===== config.mk =====
export PLATFORM = sky130hd
export DESIGN_NAME = twiddle_mul_sched_flat
export DESIGN_NICKNAME = d
export VERILOG_FILES = /design/src/rtl/twiddle_mul_sched_if.sv /design/src/rtl/twiddle_mul_sched.sv /design/src/flat_wrapper.sv
export SDC_FILE = /design/constraint.sdc
export NUM_CORES = 1
export LEC_CHECK = 0
export CAP_MARGIN = 10
export CORE_MARGIN = 10
export CORE_UTILIZATION = 30
export DETAILED_ROUTE_END_ITERATION = 12
export PLACE_DENSITY = 0.66
export RECOVER_POWER = 25
export SLEW_MARGIN = 20
export SYNTH_ARGS = -nofsm -noshare
export SYNTH_HDL_FRONTEND = slang
export SYNTH_SLANG_ARGS = --single-unit

===== constraint.sdc =====
create_clock -name clk -period 4.6 [get_ports clk]
set_input_delay 0.92 -clock clk [delete_from_list [all_inputs] [get_ports clk]]
set_output_delay 0.92 -clock clk [all_outputs]
set_load 0.005 [all_outputs]

===== src/rtl/twiddle_mul_sched_if.sv =====
// twiddle_mul_sched_if: sample stream, twiddle ROM and multiplier signals of the twiddle scheduler
interface twiddle_mul_sched_if #(parameter int N_LOG2 = 4, parameter int DW = 24);
  logic start;
  logic [N_LOG2-1:0] stage;
  logic in_valid;
  logic in_ready;
  logic [DW-1:0] in_data;
  logic rom_en;
  logic [N_LOG2-2:0] rom_addr;
  logic [DW-1:0] rom_data;
  logic [DW-1:0] mul_c;
  logic [DW-1:0] mul_t;
  logic [DW-1:0] mul_out;
  logic out_valid;
  logic out_ready;
  logic [DW-1:0] out_data;
  logic out_last;
  logic busy;
  logic done;
  modport slave (
    input start, stage, in_valid, in_data, rom_data, mul_out, out_ready,
    output in_ready, rom_en, rom_addr, mul_c, mul_t, out_valid, out_data, out_last, busy, done
  );
  modport master (
    output start, stage, in_valid, in_data, rom_data, mul_out, out_ready,
    input in_ready, rom_en, rom_addr, mul_c, mul_t, out_valid, out_data, out_last, busy, done
  );
endinterface


===== src/rtl/twiddle_mul_sched.sv =====
// twiddle_mul_sched: streams one FFT-stage frame through the shared twiddle multiplier
module twiddle_mul_sched #(
  parameter int N_LOG2 = 4,
  parameter int DW = 24
) (
  input logic clk,
  input logic rst_n,
  twiddle_mul_sched_if.slave bus
);
  typedef enum logic [1:0] {IDLE, RUN, DRAIN} state_t;
  state_t state, state_nx;
  logic [N_LOG2-1:0] j, s, mask, idx;
  logic b_valid, b_last;
  logic [DW-1:0] b_data;
  logic advance, accept, last_hs;
  assign advance = !(bus.out_valid && !bus.out_ready);
  assign accept = bus.in_valid && bus.in_ready;
  assign last_hs = bus.out_valid && bus.out_ready && bus.out_last;
  assign mask = N_LOG2'((32'd1 << s) - 32'd1);
  assign idx = (j & mask) << (N_LOG2 - 1 - int'(s));
  assign bus.rom_addr = idx[N_LOG2-2:0];
  assign bus.mul_c = b_data;
  assign bus.mul_t = bus.rom_data;
  always_ff @(posedge clk or negedge rst_n)
    if (!rst_n) state <= IDLE;
    else state <= state_nx;
  always_comb begin
    state_nx = state;
    case (state)
      IDLE: if (bus.start) state_nx = RUN;
      RUN: if (accept && &j) state_nx = DRAIN;
      DRAIN: if (last_hs) state_nx = IDLE;
      default: state_nx = IDLE;
    endcase
  end
  always_comb begin
    bus.in_ready = (state == RUN) && advance;
    bus.busy = state != IDLE;
    bus.rom_en = bus.in_valid && (state == RUN) && advance;
  end
  // rom_en drops on stall, so rom_data and stage B stay aligned until release
  always_ff @(posedge clk or negedge rst_n)
    if (!rst_n) begin
      j <= '0;
      s <= '0;
      b_valid <= 1'b0;
      b_last <= 1'b0;
      b_data <= '0;
      bus.out_valid <= 1'b0;
      bus.out_last <= 1'b0;
      bus.out_data <= '0;
      bus.done <= 1'b0;
    end else begin
      bus.done <= (state == DRAIN) && last_hs;
      if (state == IDLE && bus.start) begin
        s <= (int'(bus.stage) >= N_LOG2) ? N_LOG2'(N_LOG2 - 1) : bus.stage;
        j <= '0;
      end else if (accept) j <= j + 1'b1;
      if (accept) begin
        b_data <= bus.in_data;
        b_last <= &j;
      end
      if (advance) begin
        b_valid <= accept;
        bus.out_valid <= b_valid;
        bus.out_last <= b_valid && b_last;
        if (b_valid) bus.out_data <= bus.mul_out;
      end
    end
endmodule


===== src/flat_wrapper.sv =====
// flat-port wrapper written by rule: the top's interface ports become plain ports
module twiddle_mul_sched_flat 
#(
  parameter int N_LOG2 = 4,
  parameter int DW = 24
)
  (clk, rst_n, bus_start, bus_stage, bus_in_valid, bus_in_data, bus_rom_data, bus_mul_out, bus_out_ready, bus_in_ready, bus_rom_en, bus_rom_addr, bus_mul_c, bus_mul_t, bus_out_valid, bus_out_data, bus_out_last, bus_busy, bus_done);
  twiddle_mul_sched_if #(.N_LOG2(N_LOG2), .DW(DW)) bus_i ();
  input logic clk;
  input logic rst_n;
  input wire logic [$bits(bus_i.start)-1:0] bus_start;
  input wire logic [$bits(bus_i.stage)-1:0] bus_stage;
  input wire logic [$bits(bus_i.in_valid)-1:0] bus_in_valid;
  input wire logic [$bits(bus_i.in_data)-1:0] bus_in_data;
  input wire logic [$bits(bus_i.rom_data)-1:0] bus_rom_data;
  input wire logic [$bits(bus_i.mul_out)-1:0] bus_mul_out;
  input wire logic [$bits(bus_i.out_ready)-1:0] bus_out_ready;
  output wire logic [$bits(bus_i.in_ready)-1:0] bus_in_ready;
  output wire logic [$bits(bus_i.rom_en)-1:0] bus_rom_en;
  output wire logic [$bits(bus_i.rom_addr)-1:0] bus_rom_addr;
  output wire logic [$bits(bus_i.mul_c)-1:0] bus_mul_c;
  output wire logic [$bits(bus_i.mul_t)-1:0] bus_mul_t;
  output wire logic [$bits(bus_i.out_valid)-1:0] bus_out_valid;
  output wire logic [$bits(bus_i.out_data)-1:0] bus_out_data;
  output wire logic [$bits(bus_i.out_last)-1:0] bus_out_last;
  output wire logic [$bits(bus_i.busy)-1:0] bus_busy;
  output wire logic [$bits(bus_i.done)-1:0] bus_done;
  assign bus_i.start = bus_start;
  assign bus_i.stage = bus_stage;
  assign bus_i.in_valid = bus_in_valid;
  assign bus_i.in_data = bus_in_data;
  assign bus_i.rom_data = bus_rom_data;
  assign bus_i.mul_out = bus_mul_out;
  assign bus_i.out_ready = bus_out_ready;
  assign bus_in_ready = bus_i.in_ready;
  assign bus_rom_en = bus_i.rom_en;
  assign bus_rom_addr = bus_i.rom_addr;
  assign bus_mul_c = bus_i.mul_c;
  assign bus_mul_t = bus_i.mul_t;
  assign bus_out_valid = bus_i.out_valid;
  assign bus_out_data = bus_i.out_data;
  assign bus_out_last = bus_i.out_last;
  assign bus_busy = bus_i.busy;
  assign bus_done = bus_i.done;
  twiddle_mul_sched #(.N_LOG2(N_LOG2), .DW(DW)) u_core (.clk(clk), .rst_n(rst_n), .bus(bus_i));
endmodule

# Word-level counts from Yosys, hierarchy flattened
# Cells that the tools add are included.
totals:
  register_bits: 63
  wordCells: 49
  out_inout_bits: 81
  inputBits: 81
op_classes:
  bitwise: 2
  n_lt_le_gt_ge: 1
  reduce_logical: 19
  shift: 2
  add_sub_neg: 3
  n_mux: 7
  n_eq_ne: 5
ops:
  columns: ["operator", "n"]
  rows:
  - ["$shl 4x32->3", 1]
  - ["$mux 4", 3]
  - ["$logic_and 1x1->1", 11]
  - ["$mux 2", 3]
  - ["$pmux 2 s3", 1]
  - ["$sub 2x4->5 const A", 1]
  - ["$add 4x1->4 const B", 1]
  - ["$and 4x4->4", 1]
  - ["$ge 4x3->1 const B", 1]
  - ["$ne 2x1->1 const B", 2]
  - ["$reduce_and 4->1", 1]
  - ["$reduce_bool 2->1", 2]
  - ["$shl 1x4->4 const A", 1]
  - ["$sub 4x1->4 const B", 1]
  - ["$reduce_and 3->1", 1]
  - ["$eq 2x1->1 const B", 1]
  - ["$eq 2x2->1 const B", 1]
  - ["$logic_not 1->1", 2]
  - ["$logic_not 2->1", 1]
  - ["$ne 2x2->1 const B", 1]
  - ["$reduce_and 2->1", 1]
  - ["$not 1->1", 1]

# Longest topological paths before layout
depth:
  ltp_word: 8
  ltp_mapped: 6
  mapped_depth_nobuf: 6

# Least setup slack after synthesis
# No wires, ideal clock.
synth_path:
  kind: "register to output"
  start: "reg u_core.s[1]"
  end: "out bus_rom_addr[2]"
  setup_slack_ps: 1817
  required_time_ps: 3680
  arrival_ps: 1863
  stages_incl_launch_ff: 6
  path_buffers: 0
  path_cell_list: "dfrtp_1 > or4_1 > ha_1 > nor2b_1 > a21oi_1 > a2111oi_0"
synth_between:
  elab_chain_len: 4
  elab_cells_between_ends: 5
  cone_classes: "2 x add/sub; 2 x shift; 1 x bitwise"
synth_lines:
  columns: ["item", "line_no", "rtl"]
  rows:
  - ["from (decl)", "twiddle_mul_sched.sv:12", "logic [N_LOG2-1:0] j, s, mask, idx;"]
  - ["from (signal assigned)", "twiddle_mul_sched.sv:56", "s <= (int'(bus.stage) >= N_LOG2) ? N_LOG2'(N_LOG2 - 1) : bus.stage;"]
  - ["$shl 1x4->4", "twiddle_mul_sched.sv:19", "assign mask = N_LOG2'((32'd1 << s) - 32'd1);"]
  - ["$sub 4x1->4", "twiddle_mul_sched.sv:19", null]
  - ["$and 4x4->4", "twiddle_mul_sched.sv:20", "assign idx = (j & mask) << (N_LOG2 - 1 - int'(s));"]
  - ["$shl 4x32->3 *", "twiddle_mul_sched.sv:20", null]
  - ["to (decl)", "flat_wrapper.sv:20", "output wire logic [$bits(bus_i.rom_addr)-1:0] bus_rom_addr;"]
# Mark *: on every way between the ends. The rest lies on a longest branch, timed or not.

# Worst setup path in the final report
layout_path:
  start: "in bus_out_ready"
  end: "out bus_rom_en"
layout_between:
  elab_chain_len: 4
layout_lines:
  columns: ["item", "line_no", "rtl"]
  rows:
  - ["from (decl)", "flat_wrapper.sv:17", "input wire logic [$bits(bus_i.out_ready)-1:0] bus_out_ready;"]
  - ["$logic_not 1->1", "twiddle_mul_sched.sv:16", "assign advance = !(bus.out_valid && !bus.out_ready);"]
  - ["$logic_and 1x1->1", "twiddle_mul_sched.sv:16", null]
  - ["$logic_not 1->1", "twiddle_mul_sched.sv:16", null]
  - ["$logic_and 1x1->1", "twiddle_mul_sched.sv:39", "bus.rom_en = bus.in_valid && (state == RUN) && advance;"]
  - ["to (decl)", "flat_wrapper.sv:19", "output wire logic [$bits(bus_i.rom_en)-1:0] bus_rom_en;"]
# Every way passes these cells.

==> impl.org <==
** Run status
- The run finished, with violations left.
- Violations in the final reports :: capacitance limit, slew limit

** Yosys
- After synthesis, the largest family of logic cells by area is multiplexers.
- Yosys warning total :: 0
- The portion of synthesized area spent on multiplexers is 0.2295.
- In this run, synthesis produced a sequential element count of 63.
- Compound-gate portion of the synthesized area :: 0.01875
- Counting distinct cell types in the post-synthesis netlist gives 33.
- For this run, the register share of the synthesized area comes to 0.5761.
- Of the total synthesized cell area, the portion taken by full adders, half adders and majority gates is 0.009145.
- Total standard cell area after synthesis :: 0.002736 mm²
- Instance count of the mapped netlist :: 200
- Net count after synthesis :: 283
- Area share of xor/xnor cells in the synthesized design :: 0
- Area share of and/or/nand/nor cells after synthesis :: 0.08139
- Per-instance average area after synthesis :: 13.68 µm²

** Run
- Across the run, the number of max-cap violations was 2.

** STA
- Setup repair after global routing missed its margin :: no
- Max transition margin :: -0.1477
- Final setup violation count :: 0
- Highest Clock Rate :: 254.2 MHz
- In the final timing run, aggregate negative setup slack is 0 ns.
- The count of endpoints failing hold in the final timing report was 0.
- Worst clock skew :: 0.01344 ns
- Min cycle time layout :: 3.935 ns
- Of the available clock period, the critical path in the final layout requires 0.8553.
- At the pin with the least slew margin, the transition time is 1.722 ns.
- The final count of pins violating max slew is 66.

** Floorplanning
- The die is 115.5 µm tall.
- Total Die Area :: 0.01334 mm²
- The floorplan has 34 rows.
- Boundary pin count :: 162
- Die width :: 115.5 µm
- The initial utilization of the core area, before any placement, comes to 0.3107.
- Core outline area :: 0.008806 mm²

** Clock tree
- TritonCTS buffer count :: 9
- Clock network latency to the later pin of the worst-skew pair :: 0.34 ns
- Clock slew at reported path FFs :: 0.07 ns
- TritonCTS built the clock tree.
- Clock tree synthesis selected as its root buffer the cell clkbuf_8.
- The number of hold buffers added after CTS was 0.
- Post-CTS timing repair inserted 0 buffers for setup.
- The clock passes through at most 2 buffers.
- Resized cells post-CTS :: 0
- The H-tree was split into 3 levels.
- Clk sinks :: 63

** GRT
- Entering global routing, the biggest net connects 33 pins.
- Summed over all layers, the global routing overflow is 0.
- Global routing usage summed across all routing layers :: 0.1036
- Antenna violations before repair :: 0
- Via count of the first global-routing pass :: 2,026
- First-pass GRT wire length :: 10,860 µm

** Final layout
- Flip-flop and latch area :: 0.001577 mm²
- Multi-input combinational cell area :: 924.6 µm²
- Fill cells in the final layout number 832.
- Synth-to-layout area growth :: 44.90%
- Proportion of layout cells with a drive suffix above 1 :: 0.2233
- Nets :: 378
- The number of antenna diodes in the final layout is 0.

** Routing
- The first detailed-routing pass took 4 iterations.
- In this run, the number of DRC markers left after iteration 0 of detailed routing was 51.
- Summing over every cut layer, the via total after detailed routing is 1,802.
- Antenna Nets Post-Route :: 0
- Detailed-route wire length :: 6822 µm
- DRC violations left :: 0
- After detailed routing, the number of vias per cell comes to 4.417.
- Detail-routed net length per standard cell :: 16.72 µm

** Setup path
- The worst setup path is launched from a primary input.
- Largest stage delay on the critical path :: 0.57 ns
- FF-to-FF End :: u_core.bus.mul_c[19]
- Counting cells, the worst reg-to-reg path comes to 3.
- The critical path runs through a total of 5 cells.
- The critical path in this run is classified as in -> out.
- Data arrival time of the critical path :: 3.01 ns
- Broken down by cell family, the worst path's largest delay share belongs to buffers and inverters.
- Cell breakdown of the critical path :: dlygate4sd3_1, nor2b_1, or3b_4, inv_1, clkdlybuf4s50_1
- Critical Path Slowest Stage Cell :: dlygate4sd3_1
- The most critical setup path has its endpoint at bus_rom_en.
- Element type at the critical path end :: output pin
- Source of the critical timing path :: bus_out_ready
- The critical path contains buffers and inverters numbering 3 combined.
- Slack of the worst reg-to-reg path :: 2.69 ns
- Data on the critical path is required at its endpoint by 3.68 ns.
- The startpoint identified for the worst register-to-register timing path is u_core.bus.out_valid.
- Highest fanout seen on the critical path :: 29

** Power and ir drop
- Summed over all cells, the static leakage comes to 1.707 nW.
- Dividing total power by cell area gives a power density of 640.1 mW/mm².
- The design draws 0.002538 W.
- Largest voltage drop on the vdd net :: 254.6 µV

** Place
- During placement, the flow inserted port buffers numbering 113.
- The congestion estimate from routability-driven global placement came to 0.7224.
- Detailed placement finished with a half-perimeter wire length of 5142 µm.

** Worst hold path
- Class of the most critical hold timing path :: reg -> reg
-- cells in the final DEF, fill, tap and decap left out, drive strengths merged, types with 2 or more instances in the layout --
cell	count
nand2b	3
and2	2
clkbuf	13
nor3	4
mux2i	5
nand3	2
dfrtp	63
or3b	2
ha	2
inv	4
nor2	4
o21ai	3
clkinv	3
nor2b	3
nand2	15
mux2	48
clkdlybuf4s50	111
-- logic make-up (layout without fill, tap and decap cells) --
logic type	after synthesis	after routing
muxes	53	53
buffers and inverters	33	133
adders and majority gates	2	2
AOI/OAI and AO/OA	8	8
and+or+nand+nor	41	41
DFF	63	63
-- worst min-delay path by stage --
| stage | startpoint | endpoint | slack, ns | cells past startpoint |
|---|---|---|---|---|
| detailed placement | u_core.b_last | u_core.b_last | 0.47 | 1 |
| CTS | u_core.b_last | u_core.b_last | 0.49 | 1 |
| global placement | u_core.b_last | u_core.b_last | 0.46 | 1 |
| finish | u_core.b_last | u_core.b_last | 0.49 | 1 |
| floorplan | u_core.j[3] | u_core.j[3] | 0.45 | 1 |
| global route | u_core.b_last | u_core.b_last | 0.52 | 1 |
-- cells in the mapped netlist --
cell        n  share of area
a21oi_1     1         0.0018
or3b_4      1         0.0041
nor3_1      4         0.0073
o21ai_0     3         0.0055
nand2_1    15          0.021
and2_1      2         0.0046
or3b_2      1         0.0032
clkbuf_1    1         0.0014
nor2b_1     2         0.0046
or4_1       1         0.0027
or2_2       1         0.0023
nor2_1      4         0.0055
a31o_2      1         0.0032
a21o_1      1         0.0027
nor4_1      1         0.0023
ha_1        2         0.0091
mux2_4     10          0.055
nand2b_1    2         0.0046
mux2_2     38           0.16
nand2b_4    1         0.0050
nand3_1     2         0.0037
nor3b_1     1         0.0027
nand4_1     1         0.0023
dfrtp_1    63           0.58
inv_1       3         0.0041
nor2b_2     1         0.0032
a2111oi_0   1         0.0032
a31oi_1     1         0.0023
buf_4      24          0.066
buf_6       2         0.0082
buf_2       3         0.0055
mux2i_1     5          0.018
nand3b_1    1         0.0027
-- power by group --
group / internal (W) / total, W / leakage, nW / switching [W]
Sequential: 0.000810 / 0.000971 / 0.749 / 0.000161
Combinational: 0.000748 / 0.00110 / 0.861 / 0.000352
Clock: 0.000252 / 0.000467 / 0.0977 / 0.000215
-- flip-flops by register name, indices dropped and copies added (netlist names) --
name	flops
u_core.s	4
u_core.b_valid	1
u_core.bus.done	1
u_core.state	2
u_core.b_last	1
u_core.bus.out_last	1
u_core.bus.out_data	24
u_core.bus.mul_c	24
u_core.bus.out_valid	1
u_core.j	4
-- metal layers --
| metal | vias to the layer above | share of wire | global-route usage |
|---|---|---|---|
| met5 | - | 0 | 0 |
| met4 | 0 | 0.0023 | 0.02787 |
| met3 | 6 | 0.14 | 0.06873 |
| met2 | 91 | 0.46 | 0.1636 |
| met1 | 854 | 0.40 | 0.1121 |
| li1 | 851 | - | - |
-- per-stage QoR --
stage	setup slack [ns]	utilization	instances	cell area, µm²	hold WS [ns]
floorplan	1.817	-	200	2736	0.4481
detailed placement	0.9108	0.4297	392	3784	0.4736
CTS	0.8019	0.4511	408	3973	0.4900
global placement	0.8992	0.4297	392	3784	0.4637
finish	0.6655	0.4503	408	3965	0.4902
global route	0.4887	0.4503	408	3965	0.5170
-- cell type report --
cell class,instances,share of cell area
Tap cell,108,0.03408
Multi-Input combinational cell,104,0.2332
Timing Repair Buffer,114,0.2846
Inverter,3,0.002840
Clock buffer,11,0.03313
Clock inverter,5,0.01452
Sequential cell,63,0.3976
-- worst reg2reg max path: stages, from the launching register on --
cell	delay (ns)
dfrtp_1	0.39
nor2b_1	0.44
or3b_4	0.55
mux2_2	0.42
Note: power is estimated with default switching activity, not from simulation.
